**src/rtl/shift_tx_pkg.sv**
```systemverilog
// Shared types and constants for the shift_tx serial transmitter.
// Holds the FSM state encoding, the parity modes and the bit-period counter width.
package shift_tx_pkg;

    typedef enum logic [2:0] {
        IDLE  = 3'd0,
        START = 3'd1,
        DATA  = 3'd2,
        PAR   = 3'd3,
        STOP  = 3'd4
    } state_t;

    localparam int PAR_NONE = 0;
    localparam int PAR_EVEN = 1;
    localparam int PAR_ODD  = 2;

    // Wide enough for BIT_CYCLES up to 255.
    localparam int CNT_W = 8;

endpackage

```
**src/rtl/bit_timer.sv**
```systemverilog
// Bit-period counter: counts 0..BIT_CYCLES-1 while run is high and wraps.
// tick marks the last cycle of each bit period.
module bit_timer
    import shift_tx_pkg::*;
#(
    parameter int BIT_CYCLES = 4
) (
    input  logic c,
    input  logic rst,
    input  logic run,
    output logic tick
);

    logic [CNT_W-1:0] r_cnt;

    assign tick = run && (r_cnt == CNT_W'(BIT_CYCLES - 1));

    // Held at zero outside a frame so the first START cycle is always count 0.
    always_ff @(posedge c) begin
        if (rst || !run) begin
            r_cnt <= '0;
        end else if (tick) begin
            r_cnt <= '0;
        end else begin
            r_cnt <= r_cnt + 1'b1;
        end
    end

endmodule

```
**src/rtl/shift_tx.sv**
```systemverilog
// Serial transmitter: start bit, 8 data bits LSB first, optional parity, stop bit.
// Every output is a register loaded from the next-state decode, so load never reaches q combinationally.
module shift_tx
    import shift_tx_pkg::*;
#(
    parameter int BIT_CYCLES = 4,
    parameter int PARITY     = 0
) (
    input  logic       c,
    input  logic       rst,
    input  logic [7:0] d,
    input  logic       load,
    output logic       ready,
    output logic       q,
    output logic       busy,
    output logic       done
);

    state_t     r_state;
    state_t     w_state_nxt;
    logic [7:0] r_sr;
    logic [7:0] w_sr_nxt;
    logic [2:0] r_idx;
    logic [2:0] w_idx_nxt;
    logic       r_par;
    logic       w_par_nxt;
    logic       r_q;
    logic       r_ready;
    logic       r_busy;
    logic       r_done;
    logic       w_q_nxt;
    logic       w_done_nxt;
    logic       w_accept;
    logic       w_run;
    logic       w_tick;

    assign w_run    = (r_state != IDLE);
    assign w_accept = load && r_ready;

    bit_timer #(
        .BIT_CYCLES(BIT_CYCLES)
    ) u_bit_timer (
        .c   (c),
        .rst (rst),
        .run (w_run),
        .tick(w_tick)
    );

    always_comb begin
        w_state_nxt = r_state;
        w_sr_nxt    = r_sr;
        w_idx_nxt   = r_idx;
        w_par_nxt   = r_par;
        w_done_nxt  = 1'b0;
        case (r_state)
            IDLE: begin
                if (w_accept) begin
                    w_state_nxt = START;
                    w_sr_nxt    = d;
                    w_idx_nxt   = 3'd0;
                    w_par_nxt   = (PARITY == PAR_ODD) ? ~^d : ^d;
                end
            end
            START: begin
                if (w_tick) begin
                    w_state_nxt = DATA;
                end
            end
            DATA: begin
                if (w_tick) begin
                    if (r_idx == 3'd7) begin
                        w_state_nxt = (PARITY != PAR_NONE) ? PAR : STOP;
                    end else begin
                        w_idx_nxt = r_idx + 3'd1;
                        w_sr_nxt  = r_sr >> 1;
                    end
                end
            end
            PAR: begin
                if (w_tick) begin
                    w_state_nxt = STOP;
                end
            end
            STOP: begin
                if (w_tick) begin
                    w_state_nxt = IDLE;
                    w_done_nxt  = 1'b1;
                end
            end
            default: begin
                w_state_nxt = IDLE;
            end
        endcase
    end

    // Line level follows the state being entered, so q changes on the same edge as the state.
    always_comb begin
        w_q_nxt = 1'b1;
        case (w_state_nxt)
            START:   w_q_nxt = 1'b0;
            DATA:    w_q_nxt = w_sr_nxt[0];
            PAR:     w_q_nxt = w_par_nxt;
            default: w_q_nxt = 1'b1;
        endcase
    end

    always_ff @(posedge c) begin
        if (rst) begin
            r_state <= IDLE;
            r_sr    <= '0;
            r_idx   <= '0;
            r_par   <= 1'b0;
            r_q     <= 1'b1;
            r_ready <= 1'b1;
            r_busy  <= 1'b0;
            r_done  <= 1'b0;
        end else begin
            r_state <= w_state_nxt;
            r_sr    <= w_sr_nxt;
            r_idx   <= w_idx_nxt;
            r_par   <= w_par_nxt;
            r_q     <= w_q_nxt;
            r_ready <= (w_state_nxt == IDLE);
            r_busy  <= (w_state_nxt != IDLE);
            r_done  <= w_done_nxt;
        end
    end

    assign q     = r_q;
    assign ready = r_ready;
    assign busy  = r_busy;
    assign done  = r_done;

endmodule

```
**config.mk**
```make
export PLATFORM = sky130hd
export DESIGN_NAME = shift_tx
export DESIGN_NICKNAME = d
export VERILOG_FILES = /design/src/rtl/shift_tx_pkg.sv /design/src/rtl/bit_timer.sv /design/src/rtl/shift_tx.sv
export SDC_FILE = /design/constraint.sdc
export NUM_CORES = 1
export LEC_CHECK = 0
export CORE_UTILIZATION = 30
export CTS_BUF_LIST = sky130_fd_sc_hd__clkbuf_2 sky130_fd_sc_hd__clkbuf_4 sky130_fd_sc_hd__clkbuf_8
export CTS_CLUSTER_SIZE = 8
export DETAILED_ROUTE_END_ITERATION = 12
export PLACE_DENSITY = 0.59
export SETUP_SLACK_MARGIN = 0.2
export SLEW_MARGIN = 20
export SYNTH_ARGS = -nofsm -noshare
export SYNTH_HDL_FRONTEND = slang
export SYNTH_SLANG_ARGS = --single-unit
```
**constraint.sdc**
```tcl
create_clock -name c -period 5.1 [get_ports c]
set_input_delay 0.51 -clock c [delete_from_list [all_inputs] [get_ports c]]
set_output_delay 0.51 -clock c [all_outputs]
set_load 0.01 [all_outputs]
```
==> qor.csv, run 1 <==
metric;value;unit
arrival time worst endpoint;2.29;ns
Worst Skew;0.00929;ns
Final #Nets;163;
Cell Count Post-Placement;194;
vertical die dimension;66.6;µm
Placeable Area;4000;µm²
via count;995;
Num CTS Buffers;3;
highest clock rate;469;MHz
Synth Instances;137;
worst slew slack as a fraction of its limit;56.3;%
fin crit period;2.13;ns
Post-Synth XOR/XNOR Area;9.10;%
maximum count of clock buffers along a single path;2;
number of antenna violations at the first check in global routing;0;
part of the Yosys area used for sequential elements;43.2;%
cell type of the slowest stage on the worst timing path;sky130_fd_sc_hd__and3_2;
proportion of synthesized area in mux cells;1.60;%
crit path kind;reg2reg;
gpl congestion;0.851;
I/O pins;15;
DRC violation total after the first TritonRoute iteration;67;
largest net degree at the start of global routing;19;
count of buffering cells on the critical path with inverters included;0;
postcts setup bufs;0;
CTS Sinks;27;
cell breakdown of the critical path;ha_1, ha_1, nor4b_1, and3_2, o221ai_1, nor4_1, a211oi_1;
total congestion overflow;0;
Syn. warnings;0;
Avg Synthesized Cell Area;9.13;µm²
count of final max-slew check failures;0;
full die area;4430;µm²
total chip power;0.000412;W
depth of the CTS H-tree;1;
endpoint type of the worst setup path;flip-flop;
via count of the first global-routing pass;925;
cell repeated most along the worst path;sky130_fd_sc_hd__ha_1;
root buffer selected by CTS;sky130_fd_sc_hd__clkbuf_8;
hold crit path type;reg2reg;
Setup TNS;0;ns
hold violation total from the final report;0;
DRT antenna net count;0;
most area-hungry cell type in the Yosys netlist;sky130_fd_sc_hd__dfxtp_1;
Critical Path Start Type;flip-flop;
transition at the pin with the smallest max-transition slack;0.654;ns
crit-path leading delay family;simple AND/OR/NAND/NOR gates;
share of post-route cells with drive strength above 1;9.46;%
number of inserted filler cells in the final layout;424;
status;finished clean;
top cells by area in the synthesized netlist;sky130_fd_sc_hd__dfxtp_1 43%, sky130_fd_sc_hd__xnor2_1 5.6%, sky130_fd_sc_hd__a22oi_1 4.2%, sky130_fd_sc_hd__nor2_1 4.2%, sky130_fd_sc_hd__a21oi_1 4.0%;
diodes inserted;0;
hold bufs inserted after CTS;0;
post-synthesis to final-layout area growth;16.8;%
number of iterations in the first detailed-routing pass;4;
leakage component of the power;0.502;nW
highest ir drop seen on vdd;0.000109;V
post-synthesis share of cell area spent on and, or, nand and nor gates;22.7;%
register bit count reported by yosys;27;
final setup fails;0;
DRC violations left;0;
post-synth top area share;43.2;%
clock slew at reported path FFs;0.10;ns
Crit path required time;5.26;ns
unrepaired setup endpoints after global routing;false;
wire length per cell;12.9;µm
wire length of the first global-routing pass;4030;µm
horizontal die dimension;66.6;µm
fraction of the mapped netlist area in compound gates;15.6;%
critical path peak fanout;11;
effective utilization at floorplan;31.3;%
area of the mapped netlist;1250;µm²
number of maximum-capacitance constraint violations;0;
half-perimeter wire length after placement;1850;µm
areal power density over the cells;282;nW/µm²
clock insertion delay at the later pin of the skew report;0.27;ns
share of the cycle needed by the critical path after routing;41.8;%
Resize count post-CTS;0;
delay contributed by the slowest stage of the critical path;0.38;ns
TritonCTS clock tree;built;
distinct cell type count of the synthesized netlist;39;
per-cell via count in the routed design;5.03;
number of I/O port buffers;14;
Post-Synth Adder-Cell Area;3.00;%
filler-free cell count of the finished design;198;
total routing usage reported by global routing;11.9;%
main combinational cell family by area after synthesis;simple AND/OR/NAND/NOR gates;
detailed-route wire length;2560;µm
number of cell rows;23;
Net Count, Synth;151;
FF-to-FF setup slack;2.97;ns
## placed cells by master, fill, tap and decap left out, types with 2 or more instances in the layout
cell	n
sky130_fd_sc_hd__a22oi_1	7
sky130_fd_sc_hd__and3_1	2
sky130_fd_sc_hd__xor2_1	5
sky130_fd_sc_hd__clkdlybuf4s50_1	14
sky130_fd_sc_hd__nor2b_1	2
sky130_fd_sc_hd__xnor2_1	8
sky130_fd_sc_hd__dfxtp_1	27
sky130_fd_sc_hd__a31o_2	2
sky130_fd_sc_hd__nand2_1	11
sky130_fd_sc_hd__inv_1	5
sky130_fd_sc_hd__mux2i_1	2
sky130_fd_sc_hd__nor3_2	2
sky130_fd_sc_hd__nand3_1	5
sky130_fd_sc_hd__a311o_1	2
sky130_fd_sc_hd__nor2_1	14
sky130_fd_sc_hd__a31oi_1	3
sky130_fd_sc_hd__or2_2	2
sky130_fd_sc_hd__a21oi_1	10
sky130_fd_sc_hd__clkbuf_8	3
sky130_fd_sc_hd__ha_1	3
sky130_fd_sc_hd__o211ai_1	2
## worst min-delay path, delay by kind of cell (launching register included)
| kind | cells | cell delay (ns) |
|---|---|---|
| AO/OA/AOI/OAI | 1 | 0.05 |
| flip-flops | 1 | 0.32 |
| AND/OR/NAND/NOR | 1 | 0.05 |
## cell usage after synthesis
cell type                  count
sky130_fd_sc_hd__nand3_1       5
sky130_fd_sc_hd__nor2_1       14
sky130_fd_sc_hd__nor2b_1       2
sky130_fd_sc_hd__and3_1        2
sky130_fd_sc_hd__xnor2_1       8
sky130_fd_sc_hd__nor4_1        1
sky130_fd_sc_hd__ha_1          3
sky130_fd_sc_hd__and2b_1       1
sky130_fd_sc_hd__or3b_1        1
sky130_fd_sc_hd__nand2_1      11
sky130_fd_sc_hd__a21oi_1      10
sky130_fd_sc_hd__nand2b_1      1
sky130_fd_sc_hd__nor2_2        1
sky130_fd_sc_hd__a22oi_1       7
sky130_fd_sc_hd__o21ai_0       1
sky130_fd_sc_hd__or3_1         1
sky130_fd_sc_hd__or2_2         2
sky130_fd_sc_hd__a311o_1       2
sky130_fd_sc_hd__buf_2         3
sky130_fd_sc_hd__nor3b_1       1
sky130_fd_sc_hd__nand4_1       1
sky130_fd_sc_hd__o221ai_1      1
sky130_fd_sc_hd__o211ai_1      2
sky130_fd_sc_hd__inv_1         5
sky130_fd_sc_hd__a211oi_1      1
sky130_fd_sc_hd__a31oi_1       3
sky130_fd_sc_hd__and2_2        1
sky130_fd_sc_hd__nor3_2        2
sky130_fd_sc_hd__a31o_2        2
sky130_fd_sc_hd__clkbuf_1      2
sky130_fd_sc_hd__buf_4         1
sky130_fd_sc_hd__nor4b_1       1
sky130_fd_sc_hd__mux2i_1       2
sky130_fd_sc_hd__buf_6         1
sky130_fd_sc_hd__and3_2        1
sky130_fd_sc_hd__xor2_1        5
sky130_fd_sc_hd__dfxtp_1      27
sky130_fd_sc_hd__nor3_1        1
sky130_fd_sc_hd__nor4b_4       1
## routing by layer
| layer | up-vias | track usage [%] | routed length [µm] |
|---|---|---|---|
| li1 | 503 | - | - |
| met1 | 480 | 13.3 | 1110 |
| met2 | 10 | 21.8 | 1340 |
| met3 | 2 | 3.08 | 85 |
| met4 | 0 | 3.19 | 17 |
| met5 | - | 0 | 0 |
## path summary, 6_finish.rpt
kind | startpoint | endpoint | cells after the start
worst max-delay path | r_idx[0]$_SDFFE_PP0P_ | q$_SDFF_PP1_ | 7
worst min-delay path | r_sr[2]$_SDFFE_PP0P_ | r_sr[2]$_SDFFE_PP0P_ | 2
worst max register to register | r_idx[0]$_SDFFE_PP0P_ | q$_SDFF_PP1_ | 7
worst min register to register | r_sr[2]$_SDFFE_PP0P_ | r_sr[2]$_SDFFE_PP0P_ | 2
## logic make-up after synthesis
family                     Yosys count
xor gates and xnor gates            13
adders and majority gates            3
and+or+nand+nor                     51
muxes                                2
DFF                                 27
AOI/OAI and AO/OA                   29
buffers and inverters               12
## metrics by stage
stage                     worst slack, ns  utilization, %  hold WS (ns)  area (µm²)
final                                2.97            36.5         0.466        1460
after global routing                 2.81            36.5         0.496        1460
after floorplan                      3.36               -         0.426        1250
after global placement               2.96            35.3         0.439        1410
after detailed placement             2.91            35.3         0.453        1410
after CTS                            2.97            36.5         0.469        1460
## flip-flops by register name (all words and copies together) (netlist names)
name / cells
r_idx: 3
u_bit_timer.r_cnt: 8
r_state: 3
q: 1
done: 1
ready: 1
r_sr: 8
r_par: 1
busy: 1
## power breakdown
part	internal (W)	switching [W]	total (W)
Combinational	0.0000311	0.0000303	0.0000614
Clock	0.0000554	0.0000675	0.000123
Sequential	0.000222	0.00000652	0.000228
Total	0.000308	0.000104	0.000412
## final cells by class
class	instances	area, µm²	area share [%]
Tap cell	50	62.6	4.28
Timing Repair Buffer	14	140	9.59
Sequential cell	27	541	37.0
Clock buffer	3	41.3	2.83
Inverter	5	18.8	1.28
Multi-Input combinational cell	98	651	44.5
Clock inverter	1	7.51	0.514
No activity file was read; power rests on OpenSTA's default activity.
==> run 2: changes to the inputs <==
--- a/config.mk
+++ b/config.mk
@@ -9,7 +9,7 @@
 export CTS_BUF_LIST = sky130_fd_sc_hd__clkbuf_2 sky130_fd_sc_hd__clkbuf_4 sky130_fd_sc_hd__clkbuf_8
 export CTS_CLUSTER_SIZE = 8
 export DETAILED_ROUTE_END_ITERATION = 12
-export PLACE_DENSITY = 0.59
+export PLACE_DENSITY = 0.61
 export SETUP_SLACK_MARGIN = 0.2
 export SLEW_MARGIN = 20
 export SYNTH_ARGS = -nofsm -noshare
==> constraint.sdc (replaced) <==
create_clock -name c -period 1.8 [get_ports c]
set_input_delay 0.18 -clock c [delete_from_list [all_inputs] [get_ports c]]
set_output_delay 0.18 -clock c [all_outputs]
set_load 0.01 [all_outputs]
==> qor.csv, run 2 (synthesis gave the netlist of run 1 again) <==
metric;value;unit;change
final setup fails;0;;unchanged
hold violation total from the final report;0;;unchanged
Num CTS Buffers;3;;unchanged
effective utilization at floorplan;31.3;%;unchanged
crit path kind;reg2reg;;
I/O pins;15;;unchanged
wire length per cell;13.1;µm;+1.5%
share of the cycle needed by the critical path after routing;96.3;%;+54 points
root buffer selected by CTS;sky130_fd_sc_hd__clkbuf_8;;
Placeable Area;4000;µm²;unchanged
arrival time worst endpoint;1.89;ns;-0.40 ns
status;finished clean;;
detailed-route wire length;2790;µm;+9.2%
total congestion overflow;0;;unchanged
DRC violations left;0;;unchanged
cell type of the slowest stage on the worst timing path;sky130_fd_sc_hd__dfxtp_2;;
top library cells by usage in the layout, fill and taps aside;23 x sky130_fd_sc_hd__dfxtp_1, 14 x sky130_fd_sc_hd__nor2_1, 14 x sky130_fd_sc_hd__clkdlybuf4s50_1, 13 x sky130_fd_sc_hd__buf_4, 10 x sky130_fd_sc_hd__nand2_1;;
highest clock rate;577;MHz;+23%
post-synthesis to final-layout area growth;33.9;%;
number of cell rows;23;;unchanged
horizontal die dimension;66.6;µm;unchanged
clock slew at reported path FFs;0.09;ns;about the same
highest ir drop seen on vdd;0.000276;V;+150%
full die area;4430;µm²;unchanged
commonest non-fill, non-tap cell in the layout;sky130_fd_sc_hd__dfxtp_1;;
vertical die dimension;66.6;µm;unchanged
critical path peak fanout;5;;-6
delay contributed by the slowest stage of the critical path;0.37;ns;about the same
unrepaired setup endpoints after global routing;true;;
hold crit path type;reg2reg;;
count of final max-slew check failures;0;;unchanged
hold bufs inserted after CTS;0;;unchanged
Final Hold Slack;0.470;ns;+0.00460 ns
transition at the pin with the smallest max-transition slack;0.406;ns;-0.248 ns
gpl congestion;0.869;;+2.2%
DRT antenna net count;0;;unchanged
TritonCTS clock tree;built;;
fin crit period;1.73;ns;-0.397 ns
Crit path required time;1.95;ns;-3.31 ns
endpoint type of the worst setup path;flip-flop;;
largest registers;r_sr x8, u_bit_timer.r_cnt x8;;
per-cell via count in the routed design;5.03;;about the same
clock insertion delay at the later pin of the skew report;0.27;ns;about the same
number of antenna violations at the first check in global routing;0;;unchanged
number of I/O port buffers;14;;unchanged
worst slew slack as a fraction of its limit;72.9;%;+17 points
CTS Sinks;27;;unchanged
Worst Skew;0.00322;ns;-0.00606 ns
count of buffering cells on the critical path with inverters included;1;;+1
Critical Path Start Type;flip-flop;;
via count of the first global-routing pass;988;;+6.8%
number of iterations in the first detailed-routing pass;4;;unchanged
cell breakdown of the critical path;ha_4, nor4b_4, buf_4, and3_4, o221ai_2, nor4_2, a211oi_1;;
depth of the CTS H-tree;1;;unchanged
diodes inserted;0;;unchanged
Final #Nets;178;;+9.2%
number of maximum-capacitance constraint violations;0;;unchanged
areal power density over the cells;725;nW/µm²;+160%
via count;1071;;+7.6%
share of post-route cells with drive strength above 1;27.0;%;+18 points
total chip power;0.00122;W;+190%
largest net degree at the start of global routing;15;;-4
half-perimeter wire length after placement;1920;µm;+3.7%
crit-path leading delay family;simple AND/OR/NAND/NOR gates;;
DRC violation total after the first TritonRoute iteration;61;;-9.0%
leakage component of the power;0.585;nW;+16%
wire length of the first global-routing pass;4550;µm;+13%
total routing usage reported by global routing;13.7;%;+1.8 points
maximum count of clock buffers along a single path;2;;unchanged
run 2: cell count changes in the layout (fill, tap and decap cells not counted), sizes merged:
cell      change
nor2          +1
clkbuf        +1
buf          +14
clkinvlp      -1
run 2: cell type report:
cell class,instances,area (µm²)
Fill cell,382,2320
Multi-Input combinational cell,99,751
Sequential cell,27,546
Timing Repair Buffer,28,249
Tap cell,50,62.6
Clock buffer,4,48.8
Inverter,5,18.8
run 2: stage by stage:
stage / util [%] / TNS, ns / instances / area [µm²] / worst slack (ns)
finish: 41.9 / 0 / 213 / 1680 / 0.0675
global placement: 38.2 / 0 / 200 / 1530 / 0.0864
CTS: 40.9 / 0 / 210 / 1640 / 0.0916
detailed placement: 38.2 / 0 / 200 / 1530 / 0.0234
floorplan: - / 0 / 137 / 1330 / 0.173
global route: 41.9 / -0.0693 / 213 / 1680 / -0.0693
run 2: per-layer routing:
metal	track usage, %	wire, µm
met4	6.38	46
met3	2.57	80
met1	17.8	1350
met5	0	0
met2	21.7	1320
run 2: worst min-delay path: cells and delay by family (launching register included):
family | cells | cell delay (ns)
flip-flops | 1 | 0.32
AND/OR/NAND/NOR | 1 | 0.06
AO/OA/AOI/OAI | 1 | 0.05
run 2: repair_timing:
item,4_1_cts,5_1_grt
buffers inserted,6,2
resized for setup,3,5
pin swaps,7,11
gates cloned,0,1
setup endpoints to repair,19,20
run 2: path summary, 6_finish.rpt:
check | startpoint | endpoint | slack [ns] | cells past startpoint
max | u_bit_timer.r_cnt[0]$_SDFF_PP0_ | q$_SDFF_PP1_ | 0.07 | 7
min | r_sr[3]$_SDFFE_PP0P_ | r_sr[3]$_SDFFE_PP0P_ | 0.47 | 2
max reg2reg | u_bit_timer.r_cnt[0]$_SDFF_PP0_ | q$_SDFF_PP1_ | 0.07 | 7
min reg2reg | r_sr[3]$_SDFFE_PP0P_ | r_sr[3]$_SDFFE_PP0P_ | 0.47 | 2
run 2: where the power goes:
group          switching, W  total (W)  internal (W)
registers         0.0000226   0.000651      0.000628
clock network      0.000181   0.000355      0.000174
logic             0.0000993   0.000209      0.000110
total              0.000303    0.00122      0.000912
